==> src/rtl/sub_bytes_seq.sv <==
// -----------------------------------------------------------------------------
// sub_bytes_seq -- time-multiplexed AES SubBytes engine.
//
// SBOX_LANES shared sbox instances walk the 16 state bytes in groups of
// SBOX_LANES. The whole state takes NUM_STEPS = 16/SBOX_LANES cycles. The
// input and output use a valid/ready handshake.
//
// Optional feature macro: SUB_BYTES_SEQ_OVERLAP_EN
//   When it is defined, a new state can be accepted in the same cycle as the
//   output handshake. The engine then goes from DONE straight back to RUN.
//
// Ports:
//   clk        in   1    clock, rising edge
//   rst        in   1    asynchronous active-high reset
//   in_valid   in   1    input state valid
//   in_ready   out  1    engine can accept a state
//   in_state   in   128  AES state, byte 0 in [127:120], byte 15 in [7:0]
//   out_valid  out  1    substituted state available
//   out_ready  in   1    downstream accepts
//   out_state  out  128  substituted state, same layout (zero unless valid)
//   busy       out  1    high in RUN or DONE
// -----------------------------------------------------------------------------

// sbox -- purely combinational AES S-box.
// Computes the GF(2^8) inverse as a^254 and then applies the affine map.
module sbox (
  input  logic [7:0] i_byte,
  output logic [7:0] o_byte
);

  localparam logic [7:0] INV_EXP = 8'hFE;

  function automatic logic [7:0] gf_mul(input logic [7:0] a, input logic [7:0] b);
    logic [7:0] acc;
    logic [7:0] x;
    acc = 8'h00;
    x   = a;
    for (int i = 0; i < 8; i++) begin
      acc = b[i] ? (acc ^ x) : acc;
      x   = x[7] ? ({x[6:0], 1'b0} ^ 8'h1B) : {x[6:0], 1'b0};
    end
    return acc;
  endfunction

  function automatic logic [7:0] sbox_f(input logic [7:0] a);
    logic [7:0] r;
    logic [7:0] p;
    r = 8'h01;
    p = a;
    // Square-and-multiply for a^254. The result for 0 is 0, which is the value AES needs.
    for (int i = 0; i < 8; i++) begin
      r = INV_EXP[i] ? gf_mul(r, p) : r;
      p = gf_mul(p, p);
    end
    return r ^ {r[6:0], r[7]} ^ {r[5:0], r[7:6]} ^ {r[4:0], r[7:5]} ^ {r[3:0], r[7:4]} ^ 8'h63;
  endfunction

  // Combinational substitution.
  always_comb begin
    o_byte = sbox_f(i_byte);
  end

endmodule

module sub_bytes_seq #(
  parameter int SBOX_LANES = 4
) (
  input  logic         clk,
  input  logic         rst,
  input  logic         in_valid,
  output logic         in_ready,
  input  logic [127:0] in_state,
  output logic         out_valid,
  input  logic         out_ready,
  output logic [127:0] out_state,
  output logic         busy
);

  localparam int NUM_STEPS = 16 / SBOX_LANES;
  localparam int CNT_W     = (NUM_STEPS > 1) ? $clog2(NUM_STEPS) : 1;
  localparam logic [CNT_W-1:0] CNT_LAST = CNT_W'(NUM_STEPS - 1);

  generate
    if (!(SBOX_LANES == 1 || SBOX_LANES == 2 || SBOX_LANES == 4 ||
          SBOX_LANES == 8 || SBOX_LANES == 16)) begin : g_bad_lanes
      $error("sub_bytes_seq: SBOX_LANES must be 1, 2, 4, 8 or 16");
    end
  endgenerate

  typedef enum logic [1:0] {
    ST_IDLE = 2'd0,
    ST_RUN  = 2'd1,
    ST_DONE = 2'd2
  } state_t;

  state_t             r_state;
  state_t             w_state_nxt;
  logic [CNT_W-1:0]   r_cnt;
  logic [CNT_W-1:0]   w_cnt_nxt;
  logic [127:0]       r_work;
  logic [127:0]       w_work_nxt;
  logic [7:0]         w_lane_in  [SBOX_LANES];
  logic [7:0]         w_lane_out [SBOX_LANES];

  // Lane operand select. Only the step counter drives it, so there is no path from in_state.
  always_comb begin
    for (int i = 0; i < SBOX_LANES; i++) begin
      w_lane_in[i] = r_work[8 * (15 - ((int'(r_cnt) * SBOX_LANES + i) & 15)) +: 8];
    end
  end

  generate
    for (genvar g = 0; g < SBOX_LANES; g++) begin : g_lane
      sbox u_sbox (
        .i_byte (w_lane_in[g]),
        .o_byte (w_lane_out[g])
      );
    end
  endgenerate

  // State, step counter and work register.
  always_ff @(posedge clk or posedge rst) begin
    if (rst) begin
      r_state <= ST_IDLE;
      r_cnt   <= '0;
      r_work  <= 128'd0;
    end else begin
      r_state <= w_state_nxt;
      r_cnt   <= w_cnt_nxt;
      r_work  <= w_work_nxt;
    end
  end

  // Next-state, byte write-back and handshake outputs.
  always_comb begin
    w_state_nxt = r_state;
    w_cnt_nxt   = r_cnt;
    w_work_nxt  = r_work;
    in_ready    = 1'b0;
    out_valid   = 1'b0;
    out_state   = 128'd0;
    busy        = 1'b0;
    case (r_state)
      ST_IDLE: begin
        in_ready = 1'b1;
        if (in_valid) begin
          w_state_nxt = ST_RUN;
          w_cnt_nxt   = '0;
          w_work_nxt  = in_state;
        end else begin
          w_state_nxt = ST_IDLE;
        end
      end
      ST_RUN: begin
        busy = 1'b1;
        for (int i = 0; i < SBOX_LANES; i++) begin
          w_work_nxt[8 * (15 - ((int'(r_cnt) * SBOX_LANES + i) & 15)) +: 8] = w_lane_out[i];
        end
        if (r_cnt == CNT_LAST) begin
          w_state_nxt = ST_DONE;
          w_cnt_nxt   = '0;
        end else begin
          w_cnt_nxt   = r_cnt + CNT_W'(1);
        end
      end
      ST_DONE: begin
        busy      = 1'b1;
        out_valid = 1'b1;
        out_state = r_work;
`ifdef SUB_BYTES_SEQ_OVERLAP_EN
        in_ready = out_ready;
        if (out_ready && in_valid) begin
          w_state_nxt = ST_RUN;
          w_cnt_nxt   = '0;
          w_work_nxt  = in_state;
        end else if (out_ready) begin
          w_state_nxt = ST_IDLE;
        end else begin
          w_state_nxt = ST_DONE;
        end
`else
        if (out_ready) begin
          w_state_nxt = ST_IDLE;
        end else begin
          w_state_nxt = ST_DONE;
        end
`endif
      end
      default: begin
        w_state_nxt = ST_IDLE;
        w_cnt_nxt   = '0;
        w_work_nxt  = 128'd0;
      end
    endcase
  end

endmodule

==> config.mk <==
export PLATFORM = sky130hd
export DESIGN_NAME = sub_bytes_seq
export DESIGN_NICKNAME = d
export VERILOG_FILES = /design/src/rtl/sub_bytes_seq.sv
export SDC_FILE = /design/constraint.sdc
export NUM_CORES = 2
export LEC_CHECK = 0
export CAP_MARGIN = 40
export CORE_ASPECT_RATIO = 1.1
export CORE_MARGIN = 3
export CORE_UTILIZATION = 51
export CTS_BUF_LIST = sky130_fd_sc_hd__clkbuf_4 sky130_fd_sc_hd__clkbuf_8 sky130_fd_sc_hd__clkbuf_16
export DETAILED_ROUTE_END_ITERATION = 12
export HOLD_SLACK_MARGIN = 0.12
export PLACE_DENSITY = 0.69
export SLEW_MARGIN = 20
export SYNTH_ARGS = -nofsm -noshare
export SYNTH_HDL_FRONTEND = slang
export SYNTH_SLANG_ARGS = --single-unit
==> constraint.sdc <==
create_clock -name clk -period 27.2 [get_ports clk]
set_input_delay 2.72 -clock clk [delete_from_list [all_inputs] [get_ports clk]]
set_output_delay 2.72 -clock clk [all_outputs]
set_load 0.01 [all_outputs]
==> impl_metrics.env <==
export IMPL_rows=134
export IMPL_final_nets=8176
export IMPL_die_h_um=374
export IMPL_relSlewSlack_pct=40.2
export IMPL_clock_latency_ps=510
export IMPL_placed_cell_area_um2=67100
export IMPL_critPathKind="flip-flop to flip-flop"
export IMPL_r2r_start="r_cnt[1]$_DFFE_PP0P_"
export IMPL_final_layout_size_suffix_gt1_share_pct=9.99
export IMPL_dieArea_um2=127000
export IMPL_post_drt_wl_per_cell_um=20.3
export IMPL_synth_warnings=0
export IMPL_htree_levels=4
export IMPL_antenna_found_initial=7
export IMPL_hp_class="flip-flop to flip-flop"
export IMPL_fin_worst_skew_ps=17.1
export IMPL_grt_pass1_wl_mm=311
export IMPL_fill_cells=11300
export IMPL_finalHoldViolations=0
export IMPL_period_minus_slack_ps=18770
export IMPL_hold_path_end="r_work[63]$_DFFE_PP0P_"
export IMPL_worst_pin_slew_ps=892
export IMPL_start_util_pct=51.5
export IMPL_clk_pin_slew_ps=70
export IMPL_io_pins=263
export IMPL_final_antenna_net_count=0
export IMPL_viasPerCell=6.02
export IMPL_ys_top_cells_by_area="xnor2_1 21%, xnor3_1 11%, nor2_1 6.8%"
export IMPL_holdPathStages=2
export IMPL_seqCellArea_um2=3310
export IMPL_cts_root_buf="clkbuf_16"
export IMPL_grt_use_total_pct=29.7
export IMPL_grt_max_degree=87
export IMPL_finalWirelength_mm=196
export IMPL_crit_arrival_ps=19100
export IMPL_vias=58200
export IMPL_numClockSinks=132
export IMPL_synth_net_count=8145
export IMPL_die_w_um=340
export IMPL_ys_flop_type="dfrtp_1"
export IMPL_overflow=0
export IMPL_cap_violations=0
export IMPL_clk_path_buf_depth=2
export IMPL_ff2ff_path_depth=50
export IMPL_syn_instance_count=7986
export IMPL_r2r_end="r_work[23]$_DFFE_PP0P_"
export IMPL_cp_common_cell="xnor2_1"
export IMPL_grt_pass1_vias=55400
export IMPL_final_cell_area_um2=67900
export IMPL_cp_end_kind="flip-flop"
export IMPL_post_route_drc_count=0
export IMPL_cp_max_fo=26
export IMPL_rrSetupSlack_ps=8430
export IMPL_cts_hold_fix_buffers=0
export IMPL_multiInputGateArea_um2=56600
export IMPL_synth_seq_area_share_pct=5.27
export IMPL_holdCritStartpoint="r_work[63]$_DFFE_PP0P_"
export IMPL_ys_ff_latch=132
export IMPL_cts_inserted_buffers=17
export IMPL_slowest_stage="xnor3_1"
export IMPL_dr_pass1_iters=6
export IMPL_slowest_delay_ps=830
export IMPL_io_buffers=262
export IMPL_status="completed"
export IMPL_async_flop_share_pct=100
export IMPL_syn_avg_cell_area_um2=7.85
export IMPL_post_dp_hpwl_mm=147
export IMPL_netlist_area_um2=62700
export IMPL_syn_to_final_growth_pct=8.29
export IMPL_slew_viol_final=0
export IMPL_synth_top_cell_area_share_pct=21.1
export IMPL_place_congestion=0.928
export IMPL_setup_tns_ps=0
export IMPL_yosysTopAreaCell="xnor2_1"
export IMPL_postCtsSetupRepairBufs=0
export IMPL_synth_edf_count=0
export IMPL_initialDrtViolationCount=5344
export IMPL_finalCritPeriodShare_pct=69.0
export IMPL_setup_viol=0
export IMPL_synth_distinct_cells=134
export IMPL_cp_required_ps=27540
export IMPL_critPathLaunchType="flip-flop"
export IMPL_cts_resized=0
export IMPL_tritoncts="done"
export IMPL_rsz0062_at_grt="no"
export IMPL_design_core_area_um2=122000
export IMPL_fmax_ghz=0.0533
## worst max-delay path, delay by kind of cell, from the launching register on
kind / cells / cell delay (ps)
mux: 2 / 930
simple gates: 7 / 1010
flops: 1 / 750
compound gates: 4 / 550
buf+inv: 2 / 650
fa+ha+maj: 2 / 1100
xor+xnor: 33 / 13540
## worst max-delay path by stage
stage                              start                      to  slack [ps]  depth (start not counted)
finish              r_cnt[1]$_DFFE_PP0P_  r_work[23]$_DFFE_PP0P_        8430                         50
global route        r_cnt[1]$_DFFE_PP0P_  r_work[35]$_DFFE_PP0P_        7270                         54
CTS                 r_cnt[1]$_DFFE_PP0P_  r_work[35]$_DFFE_PP0P_        8510                         49
detailed placement  r_cnt[1]$_DFFE_PP0P_  r_work[35]$_DFFE_PP0P_        8550                         49
global placement    r_cnt[1]$_DFFE_PP0P_  r_work[71]$_DFFE_PP0P_        8330                         48
floorplan           r_cnt[0]$_DFFE_PP0P_  r_work[39]$_DFFE_PP0P_       11600                         57
## stage by stage
| stage | hold slack (ps) | util (%) | instances | worst slack (ps) |
|---|---|---|---|---|
| finish | 533 | 55.8 | 9668 | 8430 |
| global route | 558 | 55.7 | 9662 | 7270 |
| CTS | 534 | 55.6 | 9647 | 8510 |
| detailed placement | 517 | 55.1 | 9615 | 8550 |
| global placement | 506 | 54.7 | 9562 | 8330 |
| floorplan | 481 | - | 7986 | 11600 |
## final cells by class
cell class                      instances  area share (%)
Inverter                               93           0.522
Sequential cell                       132            4.88
Timing Repair Buffer                  547            7.26
Antenna cell                            6          0.0221
Clock inverter                         15           0.286
Tap cell                             1632            3.01
Multi-Input combinational cell       7226            83.4
Clock buffer                           17           0.627
## synth_stat cells, drive strengths merged, types with 50 or more instances
master,count
mux2i,170
xnor2,1657
xor3,59
xnor3,360
buf,181
o22ai,93
nand2b,63
xor2,493
inv,88
clkbuf,349
nor2,1152
nor2b,72
dfrtp,132
nor3,151
a31oi,59
a21oi,410
a22oi,175
and2,176
o211ai,50
nand3,174
o21ai,468
nand2,742
a211oi,65
## placed cells by master, fill, tap and decap left out, types with 25 or more instances in the layout
| cell | synthesis | layout |
|---|---|---|
| xnor2_1 | 1507 | 1473 |
| nor2_1 | 1142 | 1142 |
| nand2_1 | 739 | 738 |
| xor2_1 | 451 | 441 |
| a21oi_1 | 403 | 403 |
| o21ai_0 | 396 | 396 |
| xnor3_1 | 312 | 312 |
| clkdlybuf4s50_1 | 0 | 262 |
| buf_4 | 34 | 245 |
| nand3_1 | 173 | 172 |
| a22oi_1 | 171 | 171 |
| and2_1 | 172 | 171 |
| mux2i_1 | 167 | 167 |
| xnor2_2 | 127 | 161 |
| nor3_1 | 149 | 149 |
| dfrtp_1 | 132 | 130 |
| o22ai_1 | 92 | 92 |
| inv_1 | 82 | 81 |
| nor2b_1 | 71 | 71 |
| o21ai_1 | 71 | 68 |
| nand2b_1 | 63 | 63 |
| a211oi_1 | 60 | 60 |
| a31oi_1 | 59 | 59 |
| xor2_2 | 39 | 49 |
| o211ai_1 | 49 | 49 |
| xor3_1 | 48 | 48 |
| xnor3_2 | 44 | 44 |
| mux2_2 | 42 | 42 |
| and3_1 | 35 | 35 |
| or3_1 | 33 | 33 |
| mux4_2 | 32 | 32 |
| a221oi_1 | 28 | 28 |
| ha_1 | 27 | 26 |
| a21o_1 | 25 | 25 |
| o221ai_1 | 25 | 25 |
| o31ai_1 | 25 | 25 |
## flip-flops by register name, indices dropped and copies added, names as in the netlist
| name | flops |
|---|---|
| r_work | 128 |
| r_cnt | 2 |
| r_state | 2 |
## kinds of logic after synthesis
kind of cell	after synthesis	synth area share [%]
mux	245	4.68
compound gates	1660	17.0
fa+ha+maj	28	0.555
simple gates	2724	19.3
buf+inv	628	5.03
flops	132	5.27
xor+xnor	2569	48.1
## per-layer routing
layer	routed length (um)	global-route usage, %
met5	0	0
met4	6950	10.6
met3	16400	5.64
met2	89800	47.8
met1	83400	39.6
Power is left out: the tool's default activity adds up to more than one toggle a clock period on the data nets, which glitch-free logic cannot reach.
